### src/rtl/div_pkg.sv
// Shared M-extension ISA definitions and datapath width for the divide unit.
// XLEN falls back to 32 when arvi_defines has not already provided it.
`ifndef XLEN
`define XLEN 32
`endif

package div_pkg;

  localparam int XLEN = `XLEN;

  localparam logic [2:0] F3_MUL    = 3'b000;
  localparam logic [2:0] F3_MULH   = 3'b001;
  localparam logic [2:0] F3_MULHSU = 3'b010;
  localparam logic [2:0] F3_MULHU  = 3'b011;
  localparam logic [2:0] F3_DIV    = 3'b100;
  localparam logic [2:0] F3_DIVU   = 3'b101;
  localparam logic [2:0] F3_REM    = 3'b110;
  localparam logic [2:0] F3_REMU   = 3'b111;

  typedef enum logic [1:0] {
    ST_IDLE = 2'd0,
    ST_CALC = 2'd1,
    ST_SIGN = 2'd2,
    ST_DONE = 2'd3
  } div_state_e;

  // Codes outside 1xx fall through to unsigned quotient (DIVU behaviour).
  function automatic logic is_signed_op(input logic [2:0] f3);
    return (f3 == F3_DIV) || (f3 == F3_REM);
  endfunction

  function automatic logic is_rem_op(input logic [2:0] f3);
    return (f3 == F3_REM) || (f3 == F3_REMU);
  endfunction

  function automatic logic [XLEN-1:0] negate(input logic [XLEN-1:0] v);
    return {XLEN{1'b0}} - v;
  endfunction

endpackage

### src/rtl/div_divider.sv
// Unsigned restoring divider: one shift-subtract step per cycle over 32 cycles.
// o_done is high during the final step; results are valid from the next cycle.
module divider
  import div_pkg::*;
(
  input  logic            i_clk,
  input  logic            i_rst,
  input  logic            i_start,
  input  logic [XLEN-1:0] i_dividend,
  input  logic [XLEN-1:0] i_divisor,
  output logic            o_done,
  output logic [XLEN-1:0] o_quotient,
  output logic [XLEN-1:0] o_remainder
);

  logic [XLEN-1:0] rem_r;
  logic [XLEN-1:0] quo_r;
  logic [XLEN-1:0] dvs_r;
  logic [4:0]      cnt_r;
  logic            run_r;

  logic [XLEN:0]   partial_s;
  logic [XLEN-1:0] diff_s;
  logic            ge_s;

  // Trial subtraction on the 33-bit partial remainder; when it fits, the low 32 bits are exact.
  always_comb begin
    partial_s = {rem_r, quo_r[XLEN-1]};
    ge_s      = (partial_s >= {1'b0, dvs_r});
    diff_s    = partial_s[XLEN-1:0] - dvs_r;
  end

  // Iteration state: load on start, then shift one quotient bit in per cycle.
  always_ff @(posedge i_clk or posedge i_rst) begin
    if (i_rst) begin
      rem_r <= {XLEN{1'b0}};
      quo_r <= {XLEN{1'b0}};
      dvs_r <= {XLEN{1'b0}};
      cnt_r <= 5'd0;
      run_r <= 1'b0;
    end else if (i_start) begin
      rem_r <= {XLEN{1'b0}};
      quo_r <= i_dividend;
      dvs_r <= i_divisor;
      cnt_r <= 5'd31;
      run_r <= 1'b1;
    end else if (run_r) begin
      rem_r <= ge_s ? diff_s : partial_s[XLEN-1:0];
      quo_r <= {quo_r[XLEN-2:0], ge_s};
      cnt_r <= cnt_r - 5'd1;
      run_r <= (cnt_r != 5'd0);
    end else begin
      rem_r <= rem_r;
      quo_r <= quo_r;
      dvs_r <= dvs_r;
      cnt_r <= cnt_r;
      run_r <= run_r;
    end
  end

  assign o_done      = run_r && (cnt_r == 5'd0);
  assign o_quotient  = quo_r;
  assign o_remainder = rem_r;

endmodule

### src/rtl/div_top.sv
// RV32M divide/remainder unit: sign handling, special cases, control FSM and
// result register around the unsigned iterative divider.
module div_top
  import div_pkg::*;
(
  input  logic            i_clk,
  input  logic            i_rst,
  input  logic            i_start,
  input  logic [2:0]      i_f3,
  input  logic [XLEN-1:0] i_rs1,
  input  logic [XLEN-1:0] i_rs2,
  output logic            o_busy,
  output logic            o_done,
  output logic [XLEN-1:0] o_res
);

  localparam logic [XLEN-1:0] MIN_NEG = {1'b1, {(XLEN-1){1'b0}}};
  localparam logic [XLEN-1:0] ALL_ONE = {XLEN{1'b1}};

  div_state_e      state_r;
  div_state_e      state_nxt_s;
  logic [2:0]      f3_r;
  logic            rs1_neg_r;
  logic            rs2_neg_r;
  logic            busy_r;
  logic            done_r;
  logic [XLEN-1:0] res_r;

  logic            sgn_s;
  logic            dz_s;
  logic            ovf_s;
  logic            accept_s;
  logic            div_start_s;
  logic [XLEN-1:0] mag1_s;
  logic [XLEN-1:0] mag2_s;
  logic [XLEN-1:0] special_res_s;
  logic [XLEN-1:0] sign_res_s;
  logic            div_done_s;
  logic [XLEN-1:0] quo_s;
  logic [XLEN-1:0] rem_s;

  // Operand decode: magnitudes for the core and the two bypass cases.
  always_comb begin
    sgn_s  = is_signed_op(i_f3);
    dz_s   = (i_rs2 == {XLEN{1'b0}});
    ovf_s  = sgn_s && (i_rs1 == MIN_NEG) && (i_rs2 == ALL_ONE);
    mag1_s = (sgn_s && i_rs1[XLEN-1]) ? negate(i_rs1) : i_rs1;
    mag2_s = (sgn_s && i_rs2[XLEN-1]) ? negate(i_rs2) : i_rs2;
    if (dz_s) begin
      special_res_s = is_rem_op(i_f3) ? i_rs1 : ALL_ONE;
    end else begin
      special_res_s = is_rem_op(i_f3) ? {XLEN{1'b0}} : MIN_NEG;
    end
  end

  // Sign fix-up applied to the core result using the captured operation.
  always_comb begin
    if (is_rem_op(f3_r)) begin
      sign_res_s = (is_signed_op(f3_r) && rs1_neg_r) ? negate(rem_s) : rem_s;
    end else begin
      sign_res_s = (is_signed_op(f3_r) && (rs1_neg_r ^ rs2_neg_r)) ? negate(quo_s) : quo_s;
    end
  end

  // Next-state logic; starts are only honoured in IDLE or DONE.
  always_comb begin
    state_nxt_s = state_r;
    accept_s    = 1'b0;
    div_start_s = 1'b0;
    case (state_r)
      ST_IDLE, ST_DONE: begin
        if (i_start) begin
          accept_s = 1'b1;
          if (dz_s || ovf_s) begin
            state_nxt_s = ST_DONE;
          end else begin
            state_nxt_s = ST_CALC;
            div_start_s = 1'b1;
          end
        end else begin
          state_nxt_s = ST_IDLE;
        end
      end
      ST_CALC: begin
        if (div_done_s) begin
          state_nxt_s = ST_SIGN;
        end else begin
          state_nxt_s = ST_CALC;
        end
      end
      ST_SIGN: state_nxt_s = ST_DONE;
      default: state_nxt_s = ST_IDLE;
    endcase
  end

  // State, capture and registered outputs.
  always_ff @(posedge i_clk or posedge i_rst) begin
    if (i_rst) begin
      state_r   <= ST_IDLE;
      f3_r      <= 3'b000;
      rs1_neg_r <= 1'b0;
      rs2_neg_r <= 1'b0;
      busy_r    <= 1'b0;
      done_r    <= 1'b0;
      res_r     <= {XLEN{1'b0}};
    end else begin
      state_r <= state_nxt_s;
      busy_r  <= (state_nxt_s == ST_CALC) || (state_nxt_s == ST_SIGN);
      done_r  <= (state_nxt_s == ST_DONE);
      if (accept_s) begin
        f3_r      <= i_f3;
        rs1_neg_r <= i_rs1[XLEN-1];
        rs2_neg_r <= i_rs2[XLEN-1];
      end else begin
        f3_r      <= f3_r;
        rs1_neg_r <= rs1_neg_r;
        rs2_neg_r <= rs2_neg_r;
      end
      if (accept_s && (dz_s || ovf_s)) begin
        res_r <= special_res_s;
      end else if (state_r == ST_SIGN) begin
        res_r <= sign_res_s;
      end else begin
        res_r <= res_r;
      end
    end
  end

  divider u_divider (
    .i_clk       (i_clk),
    .i_rst       (i_rst),
    .i_start     (div_start_s),
    .i_dividend  (mag1_s),
    .i_divisor   (mag2_s),
    .o_done      (div_done_s),
    .o_quotient  (quo_s),
    .o_remainder (rem_s)
  );

  assign o_busy = busy_r;
  assign o_done = done_r;
  assign o_res  = res_r;

endmodule

### config.mk
export PLATFORM = sky130hd
export DESIGN_NAME = div_top
export DESIGN_NICKNAME = d
export VERILOG_FILES = /design/src/rtl/div_pkg.sv /design/src/rtl/div_divider.sv /design/src/rtl/div_top.sv
export SDC_FILE = /design/constraint.sdc
export NUM_CORES = 1
export LEC_CHECK = 0
export CAP_MARGIN = 20
export CORE_ASPECT_RATIO = 0.9
export CORE_UTILIZATION = 52
export CTS_CLUSTER_SIZE = 30
export DETAILED_ROUTE_END_ITERATION = 6
export HOLD_SLACK_MARGIN = 0.12
export PLACE_DENSITY = 0.73
export SYNTH_ARGS = -nofsm -noshare
export SYNTH_HDL_FRONTEND = slang
export SYNTH_SLANG_ARGS = --single-unit
### constraint.sdc
create_clock -name i_clk -period 6.8 [get_ports i_clk]
set_input_delay 1.36 -clock i_clk [delete_from_list [all_inputs] [get_ports i_clk]]
set_output_delay 1.36 -clock i_clk [all_outputs]
set_load 0.005 [all_outputs]
==> out/results.txt <==
The flow ran to the end, and the final reports show no timing, DRC or antenna violations. The tools report the type of element capturing the critical path as a register. Source of the worst hold timing path: o_res[28]$_DFFE_PP0P_. The cell count after synthesis came out at 1387. Clock slew seen by the registers of the worst setup and hold paths: 70 ps. The time the worst path needs with I/O delays and setup is 5346 ps. The number of antenna violations at the first check in global routing is 0.

TritonCTS built the clock tree. The first TritonRoute pass finished after 5 iterations. In the routed design, unresolved DRC markers number 0. Yosys mapped the design onto 64 distinct sky130hd cell types.

In this run the remaining antenna-violating nets after routing total 0. The total overflow left after global routing is 0. In the final routed layout, each cell accounts on average for 18.11 um. The overall die area was 21750 um^2; the fraction of power spent switching nets was 48.07%. For the pin with the worst max-slew slack, the measured transition is 1107 ps. The starting density of the core was 52.99%; the worst clock skew was 12.88 ps. Global routing used 30.25% of the available tracks across all layers. The horizontal extent of the die works out to 155.4 um. For this run, the top clock speed supported by timing is 0.1871 GHz. Measured against its own limit, the worst slew margin works out to 26.16%. After the first detailed-routing iteration, the DRC count stood at 996. The yosys synthesis warning count was 0; the number of global-route vias before repair was 9694. Excluding fillers, the count of instances in the completed layout stands at 1747. Type of the tightest min-delay check: register to register. The startpoint type of the worst setup path is an input pin. The mean instance size in the synthesized netlist was 7.935 um^2; the total number of nets in the final design was 1560. The tightest hold margin is 474.1 ps. Synthesis produced a netlist with a net count of 1499.

CTS built an H-tree with a depth of 4. The first global-routing pass estimated 51.55 mm of wire. The initialized floorplan defines 50 standard-cell rows. The pin count of the biggest net entering global routing is 98.

The power per standard cell area was 475.1 nW/um^2; the insertion delay of the later-clocked pin in the worst-skew pair was 450 ps. The overall routed net length came out at 31.64 mm. The synthesized design contains 0 enable-type register cells.

Along the worst path, the maximum fanout reaches 25. OpenSTA, run right after detailed placement, puts the worst setup slack at 1087 ps. The total of flip-flops plus latches after synthesis works out to 143. Buffer depth of the longest clock path: 2. The post-route fraction of the period consumed by the critical path was 78.62%.

STA puts the critical path data arrival time at 5620 ps. The max-slew violation count was 0. Setup violations remaining at the end of the flow were counted as 0. The wire-length estimate of the detail-placed layout is 23.48 mm. Across the VDD grid, the largest voltage drop is 0.2771 mV. For this run, the leading register cell type out of synthesis is dfrtp_1. The tools report the relative contribution of the clock network to total power as 15.6%. The logs give 0 for the post-cts repair resize count and 0 for the number of diodes. Vertical extent of the die: 140.0 um.

Port buffering added 103 buffers. From synthesis to final layout, the design area changed by 16.73%. The tools report the combinational power share as 58.8%. The number of placed instances, taps included, is 1713. The total clock buffers created by CTS is 17, and the register area share after synthesis is 32.51%. Routability-driven placement finished with a final weighted congestion of 0.9244. The tree built by TritonCTS fans out to 143 sinks.

Internal power comes to 3.170 mW. For the number of endpoints with negative hold slack in the final report, the log shows 0. The analysis attributes to net switching a power of 2.934 mW. At the worst endpoint, the required time is 7070 ps. Setup repair after global routing left no endpoint under its margin. The number of post-CTS setup repair buffers is 0.

In the final timing run, aggregate negative setup slack is 0 ps. Category of the critical setup timing path: input pin to register. In this run, flip-flops and latches consume 25.6% of the power. The via density per instance is 6.058, and the fraction of final layout cells with drive strength greater than 1 is 4.517%. The critical path startpoint was i_f3[2]. After synthesis the cells add up to 11010 um^2. The cts-stage hold buffer count came out at 0.

The startpoint of the worst register-to-register path was u_divider.o_remainder[26]$_DFFE_PP0P_. The analysis attributes to cell leakage a power of 5.551 nW. Pin placement for this block handled 104 I/O pins. The tools report the setup slack after layout as 1454 ps. Detailed routing inserted a total of 10580 vias. For this run, asynchronously set or reset flops after synthesis account for 100.0%. After floorplanning, the core was sized to cover 20770 um^2. Max-cap violations in this run came to 0. The tools report the clock tree root buffer cell as clkbuf_16.
cells by family (layout without fill, tap and decap cells):
family | count (synthesis) | after routing | synth area share, %
AO/OA/AOI/OAI | 443 | 443 | 22.95
XOR/XNOR | 146 | 146 | 11.62
adder cells (fa/ha/maj) | 42 | 42 | 4.843
buffers and inverters | 137 | 211 | 4.684
flip-flops | 143 | 143 | 32.51
multiplexers | 65 | 65 | 5.980
AND/OR/NAND/NOR | 411 | 411 | 17.41
power by group through the flow:
stage	registers, mW	clock network (mW)	logic [mW]
4_1_cts	1.55	0.962	3.53
3_5_place_dp	1.56	0	3.51
2_1_floorplan	1.42	0	2.80
3_3_place_gp	1.55	0	3.45
5_1_grt	1.60	0.995	3.99
6_report	1.56	0.953	3.59
state kept, by name (all words and copies together) (netlist names):
signal,cells
u_divider.cnt_r,5
o_done,1
rs2_neg_r,1
u_divider.o_remainder,32
rs1_neg_r,1
f3_r,3
u_divider.dvs_r,32
u_divider.run_r,1
u_divider.o_quotient,32
o_res,32
o_busy,1
state_r,2
worst max-delay path: stages:
cell	delay, ps
clkdlybuf4s50_1	500
nor2b_1	460
nand2_1	650
nor4_1	850
a31oi_1	270
or2_1	540
nand2_1	800
a31oi_1	180
through the flow:
stage          power (mW)  util [%]  instance area, um^2
6_report            6.104     61.86                12850
3_3_place_gp        5.007     58.81                12210
4_1_cts             6.047     61.59                12790
2_1_floorplan       4.225         -                11010
5_1_grt             6.587     61.86                12850
3_5_place_dp        5.077     58.81                12210
layout by cell type, fill, tap and decap left out, types with 8 or more instances in the layout:
cell	synthesis	routed
xnor2_1	85	85
a21o_1	8	8
xor2_1	61	61
a31oi_1	12	12
ha_1	41	41
o211ai_1	8	8
clkbuf_16	0	17
nor4_1	17	17
nand3_1	27	27
o21ai_1	12	12
or3_1	10	10
o41ai_1	12	12
mux2i_1	59	59
nor3_1	26	26
inv_1	63	62
clkdlybuf4s50_1	0	103
nand2_1	149	149
nor2_1	111	111
buf_4	0	11
dfrtp_1	143	142
o21ai_0	177	177
nand4_1	20	20
o31ai_1	22	22
a211oi_1	9	9
a21oi_1	145	145
layout make-up:
type / instances / area [um^2]
multi-input cells: 1107 / 6919
flip-flops and latches: 143 / 3582
well taps: 286 / 357.8
fillers: 1894 / 7923
repair buffers: 116 / 1169
clock buffers: 18 / 439.2
inverters: 63 / 241.5
clock inverters: 14 / 138.9
worst paths after layout:
check                                                             end  slack [ps]  cells after the start
worst max-delay path                            o_res[16]$_DFFE_PP0P_        1450                      8
worst min-delay path                            o_res[28]$_DFFE_PP0P_         470                      2
worst max register to register  u_divider.o_remainder[21]$_DFFE_PP0P_        2880                      8
worst min register to register                  o_res[28]$_DFFE_PP0P_         470                      2
max in group asynchronous                       o_res[19]$_DFFE_PP0P_        4180                      3
min in group asynchronous       u_divider.o_remainder[27]$_DFFE_PP0P_        1440                      2
per-layer routing:
metal  track usage [%]  share of wire [%]
met2             43.97                 43
met1             45.01                 47
met4             10.73                2.8
met3             5.074                7.4
met5                 0                  0
synth_stat cells, types with 9 or more instances:
cell type  number  area share, %
clkbuf_1       70            2.4
o21ai_1        12           0.55
nand4_1        20            1.1
o31ai_1        22            1.5
or3_1          10           0.57
o41ai_1        12           0.95
mux2i_1        59            5.4
a31oi_1        12           0.68
nand2_1       149            5.1
nor4_1         17           0.97
inv_1          63            2.1
a21oi_1       145            6.6
xor2_1         61            4.9
nor2_1        111            3.8
o21ai_0       177            8.0
nor3_1         26            1.2
ha_1           41            4.7
xnor2_1        85            6.8
a211oi_1        9           0.61
nand3_1        27            1.2
dfrtp_1       143             33
Note: power is estimated with default switching activity, not from simulation.
